### src/rtl/rpm_telemetry_tx.sv
// rpm_telemetry_tx
//   UART return path of the command link. Snapshots the four RPM reader
//   words. When every channel has updated since the last frame and tx_en_i
//   is high, sends one 8N1 frame on uart_tx, LSB first:
//     A5 | rpm0 hi | rpm0 lo | rpm1 hi | ... | rpm3 lo [| checksum]
//   Build option: define TELEM_CHECKSUM_EN to append B9 = sum(B1..B8) mod 256
//   (10-byte frame). Without it the frame is 9 bytes and has no adder.
//
//   state  | meaning
//   -------+------------------------------------------------------------
//   IDLE   | line high, waiting for full update mask and tx_en_i
//   START  | start bit (0) of the current byte
//   DATA   | eight data bits, LSB first
//   STOP   | stop bit (1); then next byte's start bit or DONE
//   DONE   | one cycle: frame_sent_o pulse, busy_o low
module rpm_telemetry_tx #(
  parameter int         CLK_FREQ   = 50_000_000,
  parameter int         BAUD_RATE  = 115_200,
  parameter int         DATA_WIDTH = 16,
  parameter logic [7:0] HEADER     = 8'hA5
) (
  input  logic                  clk,
  input  logic                  rstn,
  input  logic                  tx_en_i,
  input  logic                  rpm0_ready,
  input  logic [DATA_WIDTH-1:0] rpm0_data_o,
  input  logic                  rpm1_ready,
  input  logic [DATA_WIDTH-1:0] rpm1_data_o,
  input  logic                  rpm2_ready,
  input  logic [DATA_WIDTH-1:0] rpm2_data_o,
  input  logic                  rpm3_ready,
  input  logic [DATA_WIDTH-1:0] rpm3_data_o,
  output logic                  uart_tx,
  output logic                  busy_o,
  output logic                  frame_sent_o
);

  localparam int BAUD_DIV = CLK_FREQ / BAUD_RATE;
  localparam int CNT_W    = (BAUD_DIV > 2) ? $clog2(BAUD_DIV) : 1;
  localparam logic [CNT_W-1:0] BAUD_LAST = CNT_W'(BAUD_DIV - 1);
`ifdef TELEM_CHECKSUM_EN
  localparam int NUM_BYTES = 10;
`else
  localparam int NUM_BYTES = 9;
`endif
  localparam logic [3:0] LAST_BYTE = 4'(NUM_BYTES - 1);

  typedef enum logic [2:0] {
    S_IDLE,
    S_START,
    S_DATA,
    S_STOP,
    S_DONE
  } state_t;

  state_t                  r_state;
  logic [CNT_W-1:0]        r_baud_cnt;
  logic [2:0]              r_bit_idx;
  logic [3:0]              r_byte_idx;
  logic [7:0]              r_shift;
  logic [4*DATA_WIDTH-1:0] r_buf;
  logic [DATA_WIDTH-1:0]   r_snap0, r_snap1, r_snap2, r_snap3;
  logic [3:0]              r_upd_mask;

  logic [3:0]              w_ready;
  logic                    w_start;
  logic                    w_bit_end;
  logic [3:0]              w_next_idx;
  logic [7:0]              w_next_byte;

  assign w_ready    = {rpm3_ready, rpm2_ready, rpm1_ready, rpm0_ready};
  assign w_start    = (r_state == S_IDLE) && (r_upd_mask == 4'hF) && tx_en_i;
  assign w_bit_end  = (r_baud_cnt == BAUD_LAST);
  assign w_next_idx = r_byte_idx + 4'd1;

`ifdef TELEM_CHECKSUM_EN
  logic [7:0] w_cksum;
  assign w_cksum = r_buf[63:56] + r_buf[55:48] + r_buf[47:40] + r_buf[39:32]
                 + r_buf[31:24] + r_buf[23:16] + r_buf[15:8]  + r_buf[7:0];
`endif

  // Select the byte that follows the current one out of the frozen frame buffer.
  always_comb begin
    w_next_byte = HEADER;
    case (w_next_idx)
      4'd1:    w_next_byte = r_buf[63:56];
      4'd2:    w_next_byte = r_buf[55:48];
      4'd3:    w_next_byte = r_buf[47:40];
      4'd4:    w_next_byte = r_buf[39:32];
      4'd5:    w_next_byte = r_buf[31:24];
      4'd6:    w_next_byte = r_buf[23:16];
      4'd7:    w_next_byte = r_buf[15:8];
      4'd8:    w_next_byte = r_buf[7:0];
`ifdef TELEM_CHECKSUM_EN
      4'd9:    w_next_byte = w_cksum;
`endif
      default: w_next_byte = HEADER;
    endcase
  end

  // Capture reader words in any state; a ready pulse on the frame-start edge keeps its mask bit.
  always_ff @(posedge clk or negedge rstn) begin
    if (!rstn) begin
      r_snap0    <= '0;
      r_snap1    <= '0;
      r_snap2    <= '0;
      r_snap3    <= '0;
      r_upd_mask <= 4'h0;
    end else begin
      if (rpm0_ready) r_snap0 <= rpm0_data_o;
      if (rpm1_ready) r_snap1 <= rpm1_data_o;
      if (rpm2_ready) r_snap2 <= rpm2_data_o;
      if (rpm3_ready) r_snap3 <= rpm3_data_o;
      r_upd_mask <= (w_start ? 4'h0 : r_upd_mask) | w_ready;
    end
  end

  // Frame sequencer: bit timing, byte stepping and all registered outputs.
  always_ff @(posedge clk or negedge rstn) begin
    if (!rstn) begin
      r_state      <= S_IDLE;
      r_baud_cnt   <= '0;
      r_bit_idx    <= 3'd0;
      r_byte_idx   <= 4'd0;
      r_shift      <= 8'h00;
      r_buf        <= '0;
      uart_tx      <= 1'b1;
      busy_o       <= 1'b0;
      frame_sent_o <= 1'b0;
    end else begin
      case (r_state)
        S_IDLE: begin
          frame_sent_o <= 1'b0;
          uart_tx      <= 1'b1;
          if (w_start) begin
            r_buf      <= {r_snap0, r_snap1, r_snap2, r_snap3};
            r_shift    <= HEADER;
            r_byte_idx <= 4'd0;
            r_baud_cnt <= '0;
            uart_tx    <= 1'b0;
            busy_o     <= 1'b1;
            r_state    <= S_START;
          end
        end
        S_START: begin
          if (w_bit_end) begin
            r_baud_cnt <= '0;
            r_bit_idx  <= 3'd0;
            uart_tx    <= r_shift[0];
            r_state    <= S_DATA;
          end else begin
            r_baud_cnt <= r_baud_cnt + 1'b1;
          end
        end
        S_DATA: begin
          if (w_bit_end) begin
            r_baud_cnt <= '0;
            if (r_bit_idx == 3'd7) begin
              uart_tx <= 1'b1;
              r_state <= S_STOP;
            end else begin
              r_shift   <= {1'b0, r_shift[7:1]};
              uart_tx   <= r_shift[1];
              r_bit_idx <= r_bit_idx + 3'd1;
            end
          end else begin
            r_baud_cnt <= r_baud_cnt + 1'b1;
          end
        end
        S_STOP: begin
          if (w_bit_end) begin
            r_baud_cnt <= '0;
            if (r_byte_idx == LAST_BYTE) begin
              uart_tx      <= 1'b1;
              busy_o       <= 1'b0;
              frame_sent_o <= 1'b1;
              r_state      <= S_DONE;
            end else begin
              r_byte_idx <= w_next_idx;
              r_shift    <= w_next_byte;
              uart_tx    <= 1'b0;
              r_state    <= S_START;
            end
          end else begin
            r_baud_cnt <= r_baud_cnt + 1'b1;
          end
        end
        S_DONE: begin
          frame_sent_o <= 1'b0;
          uart_tx      <= 1'b1;
          busy_o       <= 1'b0;
          r_state      <= S_IDLE;
        end
        default: begin
          uart_tx      <= 1'b1;
          busy_o       <= 1'b0;
          frame_sent_o <= 1'b0;
          r_state      <= S_IDLE;
        end
      endcase
    end
  end

endmodule

### config.mk
export PLATFORM = sky130hd
export DESIGN_NAME = rpm_telemetry_tx
export DESIGN_NICKNAME = d
export VERILOG_FILES = /design/src/rtl/rpm_telemetry_tx.sv
export SDC_FILE = /design/constraint.sdc
export NUM_CORES = 1
export LEC_CHECK = 0
export BUFFER_PORTS_ARGS = -buffer_cell sky130_fd_sc_hd__buf_2
export CAP_MARGIN = 10
export CORE_MARGIN = 2
export CORE_UTILIZATION = 45
export CTS_CLUSTER_SIZE = 25
export DETAILED_ROUTE_END_ITERATION = 10
export PLACE_DENSITY = 0.68
export SLEW_MARGIN = 30
export SYNTH_ARGS = -nofsm -noshare
export SYNTH_HDL_FRONTEND = slang
export SYNTH_SLANG_ARGS = --single-unit
### constraint.sdc
create_clock -name clk -period 2.2 [get_ports clk]
set_input_delay 0.44 -clock clk [delete_from_list [all_inputs] [get_ports clk]]
set_output_delay 0.44 -clock clk [all_outputs]
set_load 0.03 [all_outputs]
==> results by group, run 1 <==
Timing
  – Final setup violation count: 0
  – Clk_skew: 10.2 ps
  – Final Hold Vio Count: 0
  – Fin. max-slew vios: 0
  – Final period util: 94.3%
  – Setup TNS: 0 ps
  – RSZ-0062 raised after global routing: no
  – Max Fclk: 482 MHz
  – Min cycle time layout: 2070 ps
  – Final setup margin: 126 ps
  – Hold WS: 237 ps
  – Slew margin rel.: 54.8%
  – Measured slew at the worst slew-check pin: 672 ps

Synth
  – Post-synthesis cell area: 0.00709 mm2
  – EDFF count, synth: 0
  – Netlist cell types: 49
  – Syn nets: 685
  – Post-synth ARST share: 100%
  – Synth area leaders: dfrtp_1 (57%), mux2_2 (17%), nand2_1 (5.1%), o21ai_0 (2.3%), ha_1 (1.6%)
  – Top-area cell type share of the netlist area: 56.9%
  – Syn_area_per_cell: 11.7 um2
  – Sequential fraction of the synthesis area: 57.2%
  – Yosys reg bits: 162
  – Mapped Cells: 605
  – Yosys top cell by area: dfrtp_1
  – YS warnings: 0
  – Ys flop type: dfrtp_1

Route
  – WL final: 15.7 mm
  – DR WL met3: 722 um
  – Initial DRC Count: 318
  – Highest routed layer: met4
  – M1 wire length: 6.88 mm
  – Via/cell ratio: 5.51
  – Vias post-DR: 4971
  – WL met2: 7.73 mm
  – First drt pass iteration count: 5
  – Post-DRT Antenna Nets: 0
  – # DRC: 0
  – Drt wl/cell: 17.4 um

Layout
  – Filler Cell Count: 1343
  – Fin area: 0.00840 mm2
  – Leading cell types in the layout, fill and taps excluded: dfrtp_1 (161), mux2_2 (105), nand2_1 (96), buf_2 (72), o21ai_0 (32)
  – Fin nets: 758
  – Layout cells sized above 1: 35.9%
  – Layout overhead on the synthesized area: 18.6%
  – Post-layout util: 54.9%
  – Fin cells: 902
  – Commonest non-fill, non-tap cell in the layout: dfrtp_1
  – Diode count: 0

Power and ir drop
  – Total power: 10.2 mW
  – Pwr dens: 1210 mW/mm2
  – Leakage: 3.73 nW
  – Maximum vdd drop: 0.565 mV

Die
  – Initial Util: 46.3%
  – Core area: 0.0153 mm2
  – Die height: 129 um
  – Die Area: 0.0168 mm2
  – # IOs: 74
  – Die W: 129 um
  – Cell row count: 45

GRT
  – Largest net degree at the start of global routing: 48
  – Initial antenna violation count: 0
  – Tot GR Track Use: 20.0%
  – Wire length of the first global-routing pass: 25.9 mm
  – Remaining Overflow, GRT: 0
  – Vias in the first global route: 5090

Clock tree
  – CTS root buffer: clkbuf_16
  – Maximum clock path buffer count: 2
  – CTS Buf Count: 17
  – Clk Latency, worst-skew pair: 430 ps
  – Clk sinks: 162
  – TritonCTS clock tree: built
  – H-tree depth: 4
  – Clock-pin slew on the worst setup and hold paths: 60 ps

Worst setup path
  – Worst EP required: 2510 ps
  – FF-to-FF End: r_shift[7]
  – Crit path kind: reg2reg
  – CP startpoint: r_byte_idx[0]
  – Worst setup SP type: flop
  – Worst Setup EP: r_shift[7]
  – FF-to-FF setup slack: 130 ps
  – Reg2reg path depth: 7
  – CP max FO: 16
  – Critical path capture point type: flop
  – R2r startpoint: r_byte_idx[0]
  – WP data arrival: 2380 ps

Placement
  – Dpl hpwl: 11.1 mm
  – Routability cong.: 0.865
  – Cell Area, Placed: 0.00773 mm2
  – Place WS: 86.0 ps
  – DP Cell Count: 868
  – PortBufs: 73

Run
  – Max cap viols: 0

Outcome
  – Outcome: finished clean

Worst hold path
  – Worst Hold Class: in2reg
## metal layers
metal | vias to the layer above | global-route usage (%)
li1 | 2320 | -
met1 | 2482 | 25.8
met2 | 143 | 32.8
met3 | 26 | 5.53
met4 | 0 | 6.70
met5 | - | 0
## how the worst min path moves through the flow
stage                                from            to  slack, ps  depth (start not counted)
final                     rpm2_data_o[15]   r_snap2[15]        240                          2
after global routing       rpm2_data_o[5]    r_snap2[5]        220                          2
after CTS                 rpm2_data_o[15]   r_snap2[15]        220                          2
after detailed placement             rstn  frame_sent_o        420                          1
after global placement               rstn        busy_o        400                          1
after floorplan                      rstn        busy_o        140                          0
## power by group
part,internal (mW),switching [mW]
Clock,1.82,1.27
Combinational,1.24,1.34
Sequential,3.84,0.661
Total,6.90,3.27
## state kept, by name, indices dropped and copies added, names as in the netlist
| signal | count |
|---|---|
| frame_sent_o | 1 |
| r_snap3 | 16 |
| r_snap0 | 16 |
| r_state | 3 |
| uart_tx | 1 |
| r_bit_idx | 3 |
| busy_o | 1 |
| r_buf | 64 |
| r_snap2 | 16 |
| r_byte_idx | 4 |
| r_upd_mask | 4 |
| r_shift | 8 |
| r_baud_cnt | 9 |
| r_snap1 | 16 |
## cells in the mapped netlist (all sizes together), types with 2 or more instances
library cell / count
or4: 2
a221oi: 7
nand3: 8
dfrtp: 161
ha: 9
o22ai: 6
a22o: 8
a21o: 6
o21ai: 32
inv: 7
or3: 3
nand4: 2
a31oi: 2
a21oi: 22
clkbuf: 26
nor2: 25
nand2b: 5
a222oi: 8
and2: 2
buf: 11
o31ai: 2
mux2: 105
and3: 5
nand2: 97
a22oi: 8
nor2b: 3
and4: 2
nor3: 10
a211oi: 9
## area by class of cell
cell class / instances / area [um2] / area share, %
clock buffers: 17 / 425 / 5.06
repair buffers: 90 / 539 / 6.42
clock inverters: 15 / 195 / 2.32
multi-input cells: 400 / 2900 / 34.5
well taps: 211 / 264 / 3.14
flip-flops and latches: 162 / 4060 / 48.3
inverters: 7 / 26.3 / 0.313
## cells by family after synthesis
family                     after synthesis  synth area share [%]
buffers and inverters                   44                  2.51
AOI/OAI and AO/OA                      114                  11.0
xor gates and xnor gates                 1                 0.124
DFF                                    162                  57.2
adders and majority gates                9                  1.59
and+or+nand+nor                        170                  10.9
muxes                                  105                  16.7
## critical path, cell delays in order (launching register included)
cell	delay, ps
dfrtp_1	480
inv_1	100
ha_1	240
buf_4	210
a222oi_1	380
o21ai_0	180
a211oi_1	250
o21ai_0	110
## repair_timing
item,in CTS,in global routing
setup endpoints to repair,0,14
endpoints found under the hold margin,44,0
hold buffers,1,0
buffers inserted,0,0
resized for setup,0,8
No activity file was read; power rests on OpenSTA's default activity.
==> inputs of run 2 (changes only) <==
Settings changed: CORE_ASPECT_RATIO set to 0.9.
==> run 2 against run 1 <==
Against the previous run: highest routed layer unchanged; sequential cell count is the same; clock skew grew 3.4 ps; register-to-register slack lost 60 ps; count of clock-buffer cells in the layout grew 1; core utilization grew 0.22 points; non-clock buffer count grew 10; critical endpoint is now r_shift[2]; design area grew 0.88%; largest cell class unchanged; combinational power grew 4%; via count grew 0.72%; hold slack gained 1.3 ps; clock power grew 3%; total power grew 1.8%.
==> results by group, run 2 (synthesized netlist as in run 1, its figures left out) <==
Outcome
  – Outcome: finished clean

Worst setup path
  – Worst Setup EP: r_shift[2]
  – FF-to-FF setup slack: 70 ps
  – CP startpoint: r_byte_idx[0]
  – Reg2reg path depth: 7
  – FF-to-FF End: r_shift[2]
  – WP data arrival: 2460 ps
  – CP max FO: 8
  – CP cell instances: ha_2, nand2b_1, o21ai_0, a21oi_2, o22ai_1, a211oi_2, a211oi_1
  – Worst setup SP type: flop
  – Crit path kind: reg2reg
  – R2r startpoint: r_byte_idx[0]
  – Crit-path max cell delay: 450 ps
  – Cell with the largest stage delay on the worst path: dfrtp_2
  – Worst EP required: 2520 ps
  – Critical path capture point type: flop

GRT
  – Wire length of the first global-routing pass: 25.8 mm
  – Remaining Overflow, GRT: 0
  – Tot GR Track Use: 20.1%
  – Largest net degree at the start of global routing: 56
  – Vias in the first global route: 5006
  – Initial antenna violation count: 0

Placement
  – Dpl hpwl: 11.0 mm
  – Place WS: 34.8 ps
  – Routability cong.: 0.930
  – PortBufs: 73

Power and ir drop
  – Leakage: 3.78 nW
  – Total power: 10.4 mW
  – Maximum vdd drop: 0.696 mV
  – Pwr dens: 1220 mW/mm2

Route
  – # DRC: 0
  – First drt pass iteration count: 6
  – Initial DRC Count: 504
  – Via/cell ratio: 5.56
  – Post-DRT Antenna Nets: 0
  – WL final: 15.7 mm
  – Drt wl/cell: 17.4 um
  – Vias post-DR: 5007

Layout
  – Fin nets: 767
  – Commonest non-fill, non-tap cell in the layout: dfrtp_1
  – Layout overhead on the synthesized area: 19.6%
  – Layout cells sized above 1: 36.5%
  – Diode count: 0
  – Largest register by flop count: r_buf
  – Max reg flops: 64
  – Filler Cell Count: 1309
  – Leading cell types in the layout, fill and taps excluded: dfrtp_1 (159), mux2_2 (105), nand2_1 (96), buf_2 (72), o21ai_0 (32)

Clock tree
  – TritonCTS clock tree: built
  – H-tree depth: 4
  – CTS root buffer: clkbuf_16
  – Clock-pin slew on the worst setup and hold paths: 60 ps
  – CTS Buf Count: 17
  – Maximum clock path buffer count: 2
  – Clk sinks: 162
  – Clk Latency, worst-skew pair: 430 ps

Timing
  – RSZ-0062 raised after global routing: yes
  – Measured slew at the worst slew-check pin: 569 ps
  – Clk_skew: 13.6 ps
  – Final setup margin: 65.4 ps
  – Hold WS: 238 ps
  – Final setup violation count: 0
  – Fin. max-slew vios: 0
  – Min cycle time layout: 2130 ps
  – Max Fclk: 468 MHz
  – Final period util: 97.0%
  – Slew margin rel.: 61.7%
  – Final Hold Vio Count: 0

Die
  – Initial Util: 46.0%
  – Die height: 123 um
  – # IOs: 74
  – Die Area: 0.0168 mm2
  – Cell row count: 43
  – Die W: 136 um
  – Core area: 0.0154 mm2

Worst hold path
  – Worst Hold Class: in2reg
  – Hold Startpoint: rpm2_data_o[13]

Run
  – Max cap viols: 0
run 2: per-stage QoR:
stage	utilization [%]	setup TNS (ps)	instance area, um2	cells
detailed placement	50.6	0	7790	867
global placement	50.6	0	7790	867
finish	55.1	0	8470	901
global route	55.1	-13.3	8470	901
floorplan	-	0	7090	605
CTS	54.8	0	8440	899
run 2: power breakdown:
| group | total, mW | switching [mW] | internal [mW] | leakage, nW |
|---|---|---|---|---|
| clock | 3.17 | 1.22 | 1.95 | 0.311 |
| sequential | 4.49 | 0.648 | 3.84 | 1.95 |
| combinational | 2.69 | 1.38 | 1.32 | 1.51 |
| total | 10.4 | 3.25 | 7.11 | 3.78 |
run 2: routing by layer:
layer	global-route usage, %	vias to the layer above	part of all wire (%)
met3	4.51	17	4.8
met4	6.71	0	1.3
met2	30.8	146	47
met1	28.4	2512	47
met5	0	-	0
li1	-	2332	-
run 2: cell type report:
cell class	count	area [um2]	area share (%)
well taps	202	253	2.98
repair buffers	100	627	7.40
multi-input cells	399	2870	33.9
flip-flops and latches	162	4060	47.9
clock inverters	13	199	2.35
inverters	7	26.3	0.310
clock buffers	18	439	5.18
run 2: worst min-delay path by stage:
stage                               to  slack, ps  depth (start not counted)
after floorplan                 busy_o        140                          0
after global placement          busy_o        430                          1
after detailed placement  frame_sent_o        440                          1
after CTS                  r_snap2[13]        220                          2
after global routing        r_snap2[4]        230                          2
final                      r_snap2[13]        240                          2
run 2: worst max-delay path: cells and delay by family (launching register included):
kind                       cells  cell delay, ps
AOI/OAI and AO/OA              5            1130
adders and majority gates      1             270
DFF                            1             450
and+or+nand+nor                1             190
run 2: timing repair:
action                                 4_1_cts  5_1_grt
hold buffers                                 1        0
gates resized for setup                      0        7
setup endpoints to repair                    0        9
endpoints found under the hold margin       51        0
setup buffers                                0        2
